<file path="src/rtl/pb_debounce_pkg.sv">
// Shared types and constants for the multi-channel pushbutton debouncer.
// Holds the per-channel hold-FSM state encoding and the released-level helpers.
package pb_debounce_pkg;

  typedef enum logic [1:0] {
    IDLE = 2'd0,
    HELD = 2'd1,
    LONG = 2'd2
  } hold_state_e;

  // Raw PB level of a released button: high for active-low wiring, low otherwise.
  function automatic logic pb_released_level(input logic active_low);
    return active_low;
  endfunction

  // Level the synchroniser holds for a released button once polarity is folded in.
  function automatic logic sync_released_level(input logic active_low);
    return pb_released_level(active_low) ^ active_low;
  endfunction

endpackage

</file>
<file path="src/rtl/pb_debounce_ch.sv">
// One pushbutton channel: 2-flop synchroniser, mismatch debounce counter,
// hold FSM (IDLE/HELD/LONG) driven by the shared tick, and registered pulses.
module pb_debounce_ch
  import pb_debounce_pkg::*;
#(
  parameter int CNT_W        = 10,
  parameter int ACTIVE_LOW   = 1,
  parameter int HOLD_W       = 8,
  parameter int LONG_TICKS   = 64,
  parameter int REPEAT_EN    = 1,
  parameter int REPEAT_TICKS = 8
) (
  input  logic clk,
  input  logic rst,
  input  logic i_pb,
  input  logic i_tick,
  output logic o_state,
  output logic o_down,
  output logic o_up,
  output logic o_long,
  output logic o_rpt
);

  localparam logic              ACT_LOW       = (ACTIVE_LOW != 0);
  localparam logic              RPT_ON        = (REPEAT_EN != 0);
  localparam logic              SYNC_RELEASED = sync_released_level(ACT_LOW);
  localparam int                RPT_W         = $clog2(REPEAT_TICKS + 1);
  localparam logic [HOLD_W-1:0] LONG_M1       = HOLD_W'(LONG_TICKS - 1);
  localparam logic [RPT_W-1:0]  RPT_M1        = RPT_W'(REPEAT_TICKS - 1);

  logic              r_sync0;
  logic              r_sync1;
  logic              r_db;
  logic [CNT_W-1:0]  r_cnt;
  logic              r_state;
  logic              r_down;
  logic              r_up;
  logic              r_long;
  logic              r_rpt;
  logic [HOLD_W-1:0] r_hold;
  logic [RPT_W-1:0]  r_rpt_cnt;
  hold_state_e       r_hstate;
  hold_state_e       w_hstate_next;

  logic w_press;
  logic w_release;
  logic w_long_hit;
  logic w_rpt_hit;
  logic w_long_fire;
  logic w_rpt_fire;

  // r_db is the internal debounced level; r_state is its registered copy, so the
  // cycle where they differ is exactly the press/release event.
  always_ff @(posedge clk) begin
    if (rst) begin
      r_sync0 <= SYNC_RELEASED;
      r_sync1 <= SYNC_RELEASED;
      r_cnt   <= '0;
      r_db    <= 1'b0;
    end else begin
      r_sync0 <= i_pb ^ ACT_LOW;
      r_sync1 <= r_sync0;
      if (r_db == r_sync1) begin
        r_cnt <= '0;
      end else begin
        r_cnt <= r_cnt + 1'b1;
        if (&r_cnt) r_db <= ~r_db;
      end
    end
  end

  assign w_press    = r_db & ~r_state;
  assign w_release  = ~r_db & r_state;
  assign w_long_hit = (r_hstate == HELD) && i_tick && (r_hold == LONG_M1);
  assign w_rpt_hit  = RPT_ON && (r_hstate == LONG) && i_tick && (r_rpt_cnt == RPT_M1);

  always_ff @(posedge clk) begin
    if (rst) r_hstate <= IDLE;
    else     r_hstate <= w_hstate_next;
  end

  always_comb begin
    w_hstate_next = r_hstate;
    case (r_hstate)
      IDLE:    if (w_press) w_hstate_next = HELD;
      HELD: begin
        if (w_release)       w_hstate_next = IDLE;
        else if (w_long_hit) w_hstate_next = LONG;
      end
      LONG:    if (w_release) w_hstate_next = IDLE;
      default: w_hstate_next = IDLE;
    endcase
  end

  // A release on the same edge wins over any long/repeat pulse that was due.
  always_comb begin
    w_long_fire = w_long_hit & ~w_release;
    w_rpt_fire  = w_rpt_hit & ~w_release;
  end

  always_ff @(posedge clk) begin
    if (rst || w_release || (r_hstate == IDLE)) begin
      r_hold    <= '0;
      r_rpt_cnt <= '0;
    end else begin
      if (i_tick && !(&r_hold)) r_hold <= r_hold + 1'b1;
      if (r_hstate == LONG && RPT_ON && i_tick) begin
        if (r_rpt_cnt == RPT_M1) r_rpt_cnt <= '0;
        else                     r_rpt_cnt <= r_rpt_cnt + 1'b1;
      end
    end
  end

  always_ff @(posedge clk) begin
    if (rst) begin
      r_state <= 1'b0;
      r_down  <= 1'b0;
      r_up    <= 1'b0;
      r_long  <= 1'b0;
      r_rpt   <= 1'b0;
    end else begin
      r_state <= r_db;
      r_down  <= w_press;
      r_up    <= w_release;
      r_long  <= w_long_fire;
      r_rpt   <= w_rpt_fire;
    end
  end

  assign o_state = r_state;
  assign o_down  = r_down;
  assign o_up    = r_up;
  assign o_long  = r_long;
  assign o_rpt   = r_rpt;

endmodule

</file>
<file path="src/rtl/pb_debouncer_multi.sv">
// Multi-channel pushbutton debouncer: one shared tick prescaler feeding
// N_CH independent debounce/hold channels.
module pb_debouncer_multi
  import pb_debounce_pkg::*;
#(
  parameter int N_CH         = 4,
  parameter int CNT_W        = 10,
  parameter int ACTIVE_LOW   = 1,
  parameter int HOLD_W       = 8,
  parameter int LONG_TICKS   = 64,
  parameter int REPEAT_EN    = 1,
  parameter int REPEAT_TICKS = 8
) (
  input  logic            clk,
  input  logic            rst,
  input  logic [N_CH-1:0] PB,
  output logic [N_CH-1:0] PB_state,
  output logic [N_CH-1:0] PB_down,
  output logic [N_CH-1:0] PB_up,
  output logic [N_CH-1:0] PB_long,
  output logic [N_CH-1:0] PB_rpt
);

  logic [CNT_W-1:0] r_presc;
  logic             w_tick;

  always_ff @(posedge clk) begin
    if (rst) r_presc <= '0;
    else     r_presc <= r_presc + 1'b1;
  end

  assign w_tick = &r_presc;

  generate
    for (genvar gi = 0; gi < N_CH; gi++) begin : g_ch
      pb_debounce_ch #(
        .CNT_W        (CNT_W),
        .ACTIVE_LOW   (ACTIVE_LOW),
        .HOLD_W       (HOLD_W),
        .LONG_TICKS   (LONG_TICKS),
        .REPEAT_EN    (REPEAT_EN),
        .REPEAT_TICKS (REPEAT_TICKS)
      ) u_ch (
        .clk     (clk),
        .rst     (rst),
        .i_pb    (PB[gi]),
        .i_tick  (w_tick),
        .o_state (PB_state[gi]),
        .o_down  (PB_down[gi]),
        .o_up    (PB_up[gi]),
        .o_long  (PB_long[gi]),
        .o_rpt   (PB_rpt[gi])
      );
    end
  endgenerate

endmodule
</file>
<file path="config.mk">
export PLATFORM = sky130hd
export DESIGN_NAME = pb_debouncer_multi
export DESIGN_NICKNAME = d
export VERILOG_FILES = /design/src/rtl/pb_debounce_pkg.sv /design/src/rtl/pb_debounce_ch.sv /design/src/rtl/pb_debouncer_multi.sv
export SDC_FILE = /design/constraint.sdc
export NUM_CORES = 1
export LEC_CHECK = 0
export CAP_MARGIN = 20
export CORE_MARGIN = 3
export CORE_UTILIZATION = 30
export CTS_CLUSTER_DIAMETER = 150
export DETAILED_ROUTE_END_ITERATION = 8
export PLACE_DENSITY = 0.42
export SYNTH_ARGS = -nofsm -noshare
export SYNTH_HDL_FRONTEND = slang
export SYNTH_HIERARCHICAL = 1
export SYNTH_SLANG_ARGS = --single-unit
</file>
<file path="constraint.sdc">
create_clock -name clk -period 3 [get_ports clk]
set_input_delay 0.3 -clock clk [delete_from_list [all_inputs] [get_ports clk]]
set_output_delay 0.3 -clock clk [all_outputs]
set_load 0.03 [all_outputs]
</file>
# [Word level (Yosys, flattened, before mapping)]
# Cells that the tools add are included.
[totals] register_bits=138 latch_bits=0 out_inout_bits=20 ramBits=0 mem_bits_ro=0 input_bits=6 elab_cells=207 n_memories=0
[classes] n_mux=24 add_sub_neg=13 mul=0 reduce_logical=53 order_cmp=0 shift=0 eq_ne=32 bitwise=36 n_div=0
[op_table] operator="$add 10x1->10 const B" n=5
[op_table] operator="$reduce_and 11->1" n=4
[op_table] operator="$add 8x1->8 const B" n=4
[op_table] operator="$eq 8x6->1 const B" n=4
[op_table] operator="$mux 2" n=16
[op_table] operator="$reduce_and 8->1" n=4
[op_table] operator="$pmux 2 s3" n=4
[op_table] operator="$logic_and 1x1->1" n=20
[op_table] operator="$not 1->1" n=20
[op_table] operator="$add 4x1->4 const B" n=4
[op_table] operator="$and 1x1->1" n=16
[op_table] operator="$eq 4x3->1 const B" n=4
[op_table] operator="$mux 4" n=4
[op_table] operator="$ne 2x1->1 const B" n=8
[op_table] operator="$ne 3x1->1 const B" n=4
[op_table] operator="$reduce_and 3->1" n=4
[op_table] operator="$reduce_and 10->1" n=1
[op_table] operator="$eq 2x1->1 const B" n=4
[op_table] operator="$eq 2x2->1 const B" n=4
[op_table] operator="$logic_not 2->1" n=4
[op_table] operator="$logic_or 1x1->1" n=8
[op_table] operator="$reduce_or 2->1" n=4
[op_table] operator="$eq 1x1->1" n=4
[op_table] operator="$logic_not 1->1" n=4

# [Logic depth before layout (Yosys ltp)]
# Gate-level depths: netlist of run 1.
[depth] depth_word=6 depth_mapped=7 mapped_depth_nobuf=6

# [Hierarchy]
# The synthesis of run 1 kept the hierarchy.
[by_module_without_submodules] mod="pb_debounce_ch" cells_each=150 n_inst=4 area_per_inst_um2=1423.9 seq_area_each_um2=640.6
[by_module_without_submodules] mod="pb_debouncer_multi" cells_each=47 n_inst=1 area_per_inst_um2=430.4 seq_area_each_um2=200.2

# [Worst setup path before layout of run 1]
# OpenSTA, ideal clock, no wires.
[synth_path] path_kind="register -> register" start="register r_presc[0]" end="register g_ch[0].u_ch.r_rpt_cnt[3]" period_less_slack_ps=2046 required_ps=2929 stages_incl_launch_ff=8 t_arrival_ps=1975 path_buffers=1 setup_slack_ps=954 setup_time_ps=71 path_cell_list="dfxtp_1 ha_1 inv_1 nor4_1 buf_4 nand3b_4 or4_1 a21oi_1"
[synth_between] elab_chain_cells=2
[synth_lines] item="start, declared" line="pb_debouncer_multi.sv:24" text="logic [CNT_W-1:0] r_presc;"
[synth_lines] item="start signal, assigned" line="pb_debouncer_multi.sv:29" text="else r_presc <= r_presc + 1'b1;"
[synth_lines] item="$reduce_and 10->1" line="pb_debouncer_multi.sv:32" text="assign w_tick = &r_presc;"
[synth_lines] item="named net w_tick" line="pb_debouncer_multi.sv:25" text="logic w_tick;"
[synth_lines] item="$logic_and 1x1->1" line="pb_debounce_ch.sv:107" text="if (r_hstate == LONG && RPT_ON && i_tick) begin"
[synth_lines] item="end signal, assigned" line="pb_debounce_ch.sv:109" text="else r_rpt_cnt <= r_rpt_cnt + 1'b1;"
[synth_lines] item="end, declared" line="pb_debounce_ch.sv:41" text="logic [RPT_W-1:0] r_rpt_cnt;"
# The timed path passes the listed nets, and every way through them passes these cells.
# A chain may end at the register's enable or synchronous reset.

# [Worst setup path in the final report of run 1]
# Ends and elaborated chain as after synthesis.

==> impl_metrics.tcl, run 1 <==
set metrics [dict create \
    cp_data_arrival_time_ps 2500 \
    cts_htree_levels 4 \
    slowest_stage "or4_1" \
    ys_types 45 \
    drtIter0Drc 283 \
    finalCritPeriodShare 0.720 \
    antenna_found_initial 0 \
    yosysWarnings 6 \
    drc_errors 0 \
    cellPowerDensity_nw_per_um2 578 \
    ys_seq_area_frac 0.451 \
    reg2reg_slack_ps 840 \
    syn2layout_area_growth_pct 18.1 \
    ys_top_cells_by_count "dfxtp_1, nor2_1, a21oi_1" \
    hold_violations 0 \
    run_status "complete, no violations" \
    startpoint_type "flop" \
    r2r_cells 7 \
    utilization 0.366 \
    num-nets-final 688 \
    fillCellCount 2010 \
    rsz0062_at_grt "false" \
    layout-drive-gt1-share 0.0997 \
    row_count 51 \
    wl_microns 12100 \
    syn-cell-area_sq_um 6130 \
    die_width_microns 149 \
    synth_cells 647 \
    n_antenna_cell 0 \
    setup_viol 0 \
    ys_async_sr_fraction 0 \
    clock_skew_ps 8.32 \
    grt_use_total 0.117 \
    required_ps 3340 \
    cpPeakStageDelay_ps 480 \
    core-area_sq_um 19800 \
    hp-start "rst" \
    leakagePower_nw 2.59 \
    grt_pass1_vias 4645 \
    yosys-top-cells-area "dfxtp_1, a21oi_1, nor2_1, nand4b_1, mux2i_1" \
    critPathCapture "g_ch[0].u_ch/r_rpt_cnt[3]" \
    cp_cell_sequence "ha_1 -> inv_1 -> nor4_2 -> buf_4 -> nand3b_4 -> or4_1 -> a21oi_1" \
    tritoncts "built" \
    drt_pass1_iterations 4 \
    ant_nets 0 \
    initial_utilization 0.310 \
    clkTransAtPathRegs_ps 60 \
    max_freq_mhz 463 \
    fin_crit_ps 2160 \
    die_h_microns 149 \
    post_drt_wl_per_cell_microns 12.8 \
    dieArea_sq_um 22200 \
    synth_top_area_share 0.451 \
    via_count 4762 \
    syn_area_per_cell_sq_um 9.47 \
    hold_path_depth 3 \
    worstHoldPathType "in2reg" \
    synth_ff_type "dfxtp_1" \
    gr-total-overflow 0 \
    grt_max_degree 73 \
    worst_slew_pin_slew_ps 496 \
    post_cts_buffers 0 \
    critPathCaptureType "flop" \
    cts_buffer_depth 2 \
    startpoint "r_presc[0]" \
    hpwl_microns 8090 \
    grt_pass1_wl_microns 21500 \
    r2r_end "g_ch[0].u_ch/r_rpt_cnt[3]" \
    path_buf_inv 2 \
    cts_root_buffer "clkbuf_16" \
    dpl_cell_area_sq_um 6590 \
    max-slew-margin-rel 0.669 \
    drv_slew 0 \
    synth_nets 666 \
    cts.sinks 138 \
    portBuffers 25 \
    ioPinCount 26 \
    final_cell_area_sq_um 7230 \
    ir_worst_vdd_v 0.000322 \
    yosysMostFrequentCell "dfxtp_1" \
    numCtsBuffers 17 \
    postSynthRegisterBits 138 \
    crit_cells 7 \
    path_max_fanout 18 \
    crit_family "simple AND/OR/NAND/NOR gates" \
    reg2reg_from "r_presc[0]" \
    critical_path_class "reg2reg" \
    cts_hold_buf 0 \
    cap_violations 0 \
    vias_per_cell 5.03 \
    synth_top_cell_by_area "dfxtp_1" \
    synth_edf_count 0 \
    finalSetupTns_ps 0 \
    clk_latency_ps 410 \
    place_congestion 0.739 \
    cts-resized-gates 0 \
]
layer usage:
layer  wire (microns)  track usage  vias up  part of all wire
li1                 -            -     2431                 -
met1             5720        0.145     2270              0.47
met2             5860        0.191       55              0.48
met3              443       0.0377        6             0.037
met4              104       0.0412        0            0.0086
met5                0            0        -                 0
state kept, by name, indices dropped and copies added, names as in the netlist:
register,count
g_ch.u_ch/o_down,4
g_ch.u_ch/o_long,4
g_ch.u_ch/o_rpt,4
g_ch.u_ch/o_state,4
g_ch.u_ch/o_up,4
g_ch.u_ch/r_cnt,40
g_ch.u_ch/r_db,4
g_ch.u_ch/r_hold,32
g_ch.u_ch/r_hstate,8
g_ch.u_ch/r_rpt_cnt,16
g_ch.u_ch/r_sync0,4
g_ch.u_ch/r_sync1,4
r_presc,10
final cells by class:
type	instances	area, sq um	share of cell area
multi-input cells	466	3150	0.435
flip-flops and latches	138	2760	0.382
clock buffers	20	447	0.0618
well taps	265	332	0.0458
repair buffers	28	280	0.0387
clock inverters	12	196	0.0272
inverters	18	67.6	0.00934
how the worst min path moves through the flow:
stage	slack, ps	to
global route	350	r_presc[0]
floorplan	370	g_ch[0].u_ch/r_sync0
finish	340	g_ch[1].u_ch/r_sync0
CTS	320	g_ch[2].u_ch/o_up
global placement	420	g_ch[2].u_ch/r_sync1
detailed placement	430	g_ch[2].u_ch/r_sync1
kinds of logic after synthesis:
kind of cell,count (synthesis),synth area share
XOR/XNOR,23,0.0329
buffers and inverters,43,0.0362
AND/OR/NAND/NOR,293,0.306
adder cells (fa/ha/maj),13,0.0266
AO/OA/AOI/OAI,116,0.113
flip-flops,138,0.451
multiplexers,21,0.0345
worst register-to-register path, delay by kind of cell (launching register included):
family | cells | cell delay (ps)
buffers and inverters | 2 | 390
and+or+nand+nor | 3 | 970
DFF | 1 | 360
AOI/OAI and AO/OA | 1 | 130
adders and majority gates | 1 | 230
per-stage QoR:
| stage | worst slack [ps] | power, mW | cells | hold slack, ps |
|---|---|---|---|---|
| after floorplan | 954 | 1.93 | 647 | 367 |
| after global placement | 908 | 1.94 | 915 | 425 |
| after detailed placement | 857 | 1.94 | 915 | 426 |
| after CTS | 847 | 4.28 | 947 | 321 |
| after global routing | 696 | 4.36 | 947 | 345 |
| final | 840 | 4.18 | 947 | 339 |
where the power goes:
group	switching [mW]	total (mW)	internal [mW]
clock	0.785	2.28	1.49
combinational	0.0261	0.0520	0.0259
sequential	0.00697	1.85	1.84
total	0.818	4.18	3.36
layout by cell type, fill, tap and decap left out, types with 5 or more instances in the layout:
| master | synthesis | layout |
|---|---|---|
| and3_1 | 16 | 16 |
| a21oi_1 | 56 | 56 |
| xnor2_1 | 9 | 9 |
| nor2b_1 | 18 | 18 |
| o31ai_1 | 6 | 6 |
| nand2_1 | 18 | 18 |
| inv_1 | 18 | 18 |
| xor2_1 | 14 | 14 |
| nand2b_1 | 25 | 25 |
| nand4bb_1 | 8 | 8 |
| a211oi_1 | 12 | 12 |
| clkbuf_16 | 0 | 17 |
| nor2_1 | 58 | 58 |
| or4_1 | 10 | 10 |
| mux2i_1 | 20 | 20 |
| nand3_1 | 22 | 22 |
| clkdlybuf4s50_1 | 0 | 24 |
| nand4_1 | 14 | 14 |
| ha_1 | 13 | 13 |
| o21ai_0 | 21 | 21 |
| nor3_1 | 16 | 16 |
| and4_1 | 12 | 12 |
| nand3b_1 | 8 | 8 |
| nand4b_1 | 24 | 24 |
| or3_2 | 9 | 9 |
| bufinv_16 | 0 | 5 |
| dfxtp_1 | 138 | 138 |
| or3_1 | 8 | 8 |
Power figures use the tool's default switching activity.
==> run 2, diff against run 1 <==
clock period = 2.12 ns   (was 3 ns; I/O delays follow)
==> run 2 against run 1 <==
  * Sequential power rose by 42%
  * Sequential share of layout area fell by 0.80 points
  * First-iteration DRC count fell by 35%
  * Clock skew fell by 2.6 ps
  * Non-clock buffer count rose by 12
  * Via count rose by 1.1%
  * Clock power rose by 43%
  * Register-to-register slack got worse by 720 ps
  * Combinational power rose by 53%
  * Wire length rose by 2.3%
  * Critical path depth rose by 1
==> impl_metrics.tcl, run 2 (synthesis results as in run 1) <==
set metrics [dict create \
    cap_violations 0 \
    wl_microns 12400 \
    ioPinCount 26 \
    clockPowerShare 0.546 \
    leakagePower_nw 2.69 \
    cp_data_arrival_time_ps 2330 \
    dp.cells 917 \
    path_max_fanout 6 \
    finalCritPeriodShare 0.944 \
    critical_path_class "reg2reg" \
    post-place-ws_ps -20.5 \
    fin_crit_ps 2000 \
    numCtsBuffers 17 \
    run_status "complete, no violations" \
    drv_slew 0 \
    syn2layout_area_growth_pct 20.8 \
    p_seq_frac 0.440 \
    setup_ws_ps 119 \
    fin_cells 959 \
    cp_cell_sequence "ha_4 -> inv_1 -> nor4_4 -> buf_6 -> buf_12 -> nand3b_4 -> or3b_2 -> a21oi_1" \
    die_h_microns 149 \
    n_antenna_cell 0 \
    largest_register_ffs 40 \
    cts_buffer_depth 2 \
    antenna_found_initial 0 \
    portBuffers 25 \
    slowest_stage "or3b_2" \
    drtIter0Drc 185 \
    cts_root_buffer "clkbuf_16" \
    die_width_microns 149 \
    worstHoldPathType "in2reg" \
    max-slew-margin-rel 0.598 \
    num-nets-final 700 \
    p_sw_mw 1.16 \
    critPathCaptureType "flop" \
    utilization 0.374 \
    ant_nets 0 \
    grt_max_degree 37 \
    dieArea_sq_um 22200 \
    tritoncts "built" \
    path_buf_inv 3 \
    final_cell_area_sq_um 7400 \
    combPwrFrac 0.013 \
    hpwl_microns 8360 \
    row_count 51 \
    ir_worst_vdd_v 0.000447 \
    layout-drive-gt1-share 0.125 \
    via_count 4815 \
    cts_htree_levels 4 \
    post_drt_wl_per_cell_microns 12.9 \
    fillCellCount 1992 \
    cts.sinks 138 \
    largest_register "g_ch.u_ch/r_cnt" \
    grt_pass1_vias 4663 \
    hold_violations 0 \
    p_total_mw 5.95 \
    rsz0062_at_grt "false" \
    place_congestion 0.756 \
    vias_per_cell 5.02 \
    cellPowerDensity_nw_per_um2 805 \
    dpl_cell_area_sq_um 6610 \
    final_cell_mix "dfxtp_1, nor2_1, a21oi_1" \
    setup_viol 0 \
    clk_latency_ps 410 \
    core-area_sq_um 19800 \
    required_ps 2450 \
    drt_pass1_iterations 6 \
    clock_skew_ps 5.73 \
    worst_slew_pin_slew_ps 603 \
    internal_power_mw 4.79 \
    max_freq_mhz 500 \
    cpPeakStageDelay_ps 460 \
    finalSetupTns_ps 0 \
    cts_hold_buf 0 \
    gr-total-overflow 0 \
    initial_utilization 0.310 \
    fin_hold_ws_ps 293 \
    startpoint_type "flop" \
    clkTransAtPathRegs_ps 60 \
    grt_use_total 0.117 \
    crit_family "simple AND/OR/NAND/NOR gates" \
    grt_pass1_wl_microns 21600 \
    top_regs "g_ch.u_ch/r_cnt x40, g_ch.u_ch/r_hold x32, g_ch.u_ch/r_rpt_cnt x16" \
    power_switching_share 0.194 \
    final_common_cell "dfxtp_1" \
    drc_errors 0 \
]
run 2: changes by cell type in the layout (fill, tap and decap cells not counted), sizes merged:
cell      change
buf          +11
clkbuf        +1
clkinv        +2
clkinvlp      -2
run 2: worst paths after layout:
kind	slack, ps	depth (start not counted)	end	startpoint
worst min-delay path	290	2	g_ch[2].u_ch/r_sync0	rst
worst max-delay path	120	8	g_ch[0].u_ch/r_rpt_cnt[0]	r_presc[0]
worst min register to register	440	1	g_ch[2].u_ch/r_sync1	g_ch[2].u_ch/r_sync0
worst max register to register	120	8	g_ch[0].u_ch/r_rpt_cnt[0]	r_presc[0]
run 2: routing by layer:
layer / global-route usage / share of wire
met3: 0.0377 / 0.031
met5: 0 / 0
met2: 0.195 / 0.48
met4: 0.0371 / 0.0098
met1: 0.144 / 0.48
run 2: power by group through the flow:
stage | Sequential, mW | Clock (mW) | Combinational, mW
2_1_floorplan | 2.67 | 0 | 0.0521
3_3_place_gp | 2.67 | 0 | 0.0760
3_5_place_dp | 2.67 | 0 | 0.0783
4_1_cts | 2.62 | 3.37 | 0.0787
5_1_grt | 2.62 | 3.49 | 0.0901
6_report | 2.62 | 3.25 | 0.0795
run 2: area by class of cell:
cell class                      instances  area (sq um)  area share
Inverter                               18          67.6     0.00913
Tap cell                              265           332      0.0448
Sequential cell                       138          2770       0.374
Clock inverter                         12           195      0.0264
Multi-Input combinational cell        466          3180       0.430
Clock buffer                           20           457      0.0617
Timing Repair Buffer                   40           398      0.0538
run 2: timing repair:
action                     in CTS  in global routing
cloned                          0                  1
setup endpoints to repair       6                 13
gates resized for setup         3                  8
buffers inserted                0                  9
pin swaps                       0                  3
==> run 3, diff against run 2 <==
RECOVER_POWER = 50   (was not set)
==> run 3 against run 2 <==
  * Worst setup slack about the same
  * Sequential cell count did not move
  * Die area unchanged
  * Maximum frequency barely moved
  * Power is essentially flat
  * Clock skew barely moved
  * Final area about the same
  * Via count is essentially flat
  * Core utilization about the same
  * Sequential share of layout area barely moved
  * Critical path depth unchanged
==> impl_metrics.tcl, run 3 (synthesis results as in run 1) <==
set metrics [dict create \
    worstHoldPathType "in2reg" \
    internal_power_mw 4.79 \
    die_width_microns 149 \
    combPwrFrac 0.013 \
    fin_crit_ps 2000 \
    leakagePower_nw 2.70 \
    cap_violations 0 \
    critPathCaptureType "flop" \
    drtIter0Drc 186 \
    top_regs "g_ch.u_ch/r_cnt x40, g_ch.u_ch/r_hold x32, g_ch.u_ch/r_rpt_cnt x16" \
    via_count 4811 \
    clockPowerShare 0.546 \
    required_ps 2450 \
    clk_latency_ps 410 \
    p_sw_mw 1.16 \
    hold_violations 0 \
    cts.sinks 138 \
    vias_per_cell 5.02 \
    clock_skew_ps 5.72 \
    max_freq_mhz 500 \
    cellPowerDensity_nw_per_um2 805 \
    hpwl_microns 8360 \
    grt_use_total 0.117 \
    final_common_cell "dfxtp_1" \
    setup_viol 0 \
    post_drt_wl_per_cell_microns 12.9 \
    layout-drive-gt1-share 0.122 \
    ioPinCount 26 \
    row_count 51 \
    startpoint_type "flop" \
    clkTransAtPathRegs_ps 60 \
    gr-max-usage-layer "met2" \
    worst_slew_pin_slew_ps 1430 \
    slowest_stage "or3b_2" \
    rsz0062_at_grt "false" \
    cts_root_buffer "clkbuf_16" \
    dp.cells 917 \
    fin_cells 959 \
    power_switching_share 0.194 \
    critical_path_class "reg2reg" \
    largest_register "g_ch.u_ch/r_cnt" \
    dieArea_sq_um 22200 \
    max-slew-margin-rel 0.0439 \
    run_status "complete, no violations" \
    grtUsageMet1 0.144 \
    drv_slew 0 \
    cpPeakStageDelay_ps 460 \
    cp_cell_sequence "ha_4 -> inv_1 -> nor4_4 -> buf_6 -> buf_12 -> nand3b_4 -> or3b_2 -> a21oi_1" \
    fin_hold_ws_ps 313 \
    numCtsBuffers 17 \
    ir_worst_vdd_v 0.000446 \
    core-area_sq_um 19800 \
    cts_htree_levels 4 \
    n_antenna_cell 0 \
    wl_microns 12400 \
    p_seq_frac 0.440 \
    grt_pass1_wl_microns 21600 \
    grt_max_degree 37 \
    portBuffers 25 \
    initial_utilization 0.310 \
    gr-total-overflow 0 \
    path_max_fanout 6 \
    cp_data_arrival_time_ps 2330 \
    grt_use_met2 0.195 \
    p_total_mw 5.95 \
    finalCritPeriodShare 0.943 \
    largest_register_ffs 40 \
    num-nets-final 700 \
    final_cell_mix "dfxtp_1, nor2_1, a21oi_1" \
    grt_pass1_vias 4663 \
    cts_buffer_depth 2 \
    drc_errors 0 \
    drt_pass1_iterations 4 \
    die_h_microns 149 \
    ant_nets 0 \
    met3_usage 0.0377 \
    syn2layout_area_growth_pct 20.7 \
    tritoncts "built" \
    antenna_found_initial 0 \
    place_congestion 0.756 \
]
[run 3: changes by cell type in the layout (fill, tap and decap cells not counted)]
cell             delta
clkbuf_1            +2
buf_4               -2
dlygate4sd3_1       +4
buf_2               -1
clkdlybuf4s50_1     -4
clkbuf_4            +1
[run 3: final timing paths]
kind                        startpoint                   endpoint  slack (ps)  depth (start not counted)
setup / recovery            r_presc[0]  g_ch[0].u_ch/r_rpt_cnt[0]         120                          8
hold / removal                   PB[2]       g_ch[2].u_ch/r_sync0         310                          2
setup reg to reg            r_presc[0]  g_ch[0].u_ch/r_rpt_cnt[0]         120                          8
hold reg to reg   g_ch[2].u_ch/r_sync0       g_ch[2].u_ch/r_sync1         440                          1
[run 3: final cells by class]
| cell class | count | area, sq um |
|---|---|---|
| Clock buffer | 20 | 457 |
| Inverter | 18 | 67.6 |
| Fill cell | 1989 | 12400 |
| Clock inverter | 12 | 195 |
| Timing Repair Buffer | 40 | 393 |
| Sequential cell | 138 | 2770 |
| Multi-Input combinational cell | 466 | 3180 |
| Tap cell | 265 | 332 |
[run 3: per-layer routing]
metal,up-vias,part of all wire
li1,2467,-
met1,2296,0.48
met2,40,0.48
met3,8,0.031
met4,0,0.0098
met5,-,0
[run 3: power groups by stage]
stage / Clock (mW) / Combinational [mW] / Sequential, mW
after global placement: 0 / 0.0760 / 2.67
after floorplan: 0 / 0.0521 / 2.67
after detailed placement: 0 / 0.0783 / 2.67
final: 3.25 / 0.0792 / 2.62
after global routing: 3.49 / 0.0899 / 2.62
after CTS: 3.37 / 0.0787 / 2.62
[run 3: stage by stage]
stage	area [sq um]	worst slack, ps	utilization	setup TNS [ps]
3_5_place_dp	6610	-20.5	0.334	-49.4
6_report	7390	120	0.374	0
2_1_floorplan	6130	74.1	-	0
5_1_grt	7390	4.11	0.374	0
4_1_cts	7270	18.5	0.368	0
3_3_place_gp	6610	38.4	0.334	0
[run 3: critical path: cells and delay by family (launching register included)]
family	cells	cell delay (ps)
and+or+nand+nor	3	920
DFF	1	370
buffers and inverters	3	330
adders and majority gates	1	160
AOI/OAI and AO/OA	1	140
[run 3: repair_timing]
action                     in CTS  in global routing
setup buffers                   0                  9
setup endpoints to repair       6                 13
gates resized for setup         3                  8
hold buffers                    0                  0
gates cloned                    0                  1
pin swaps                       0                  3
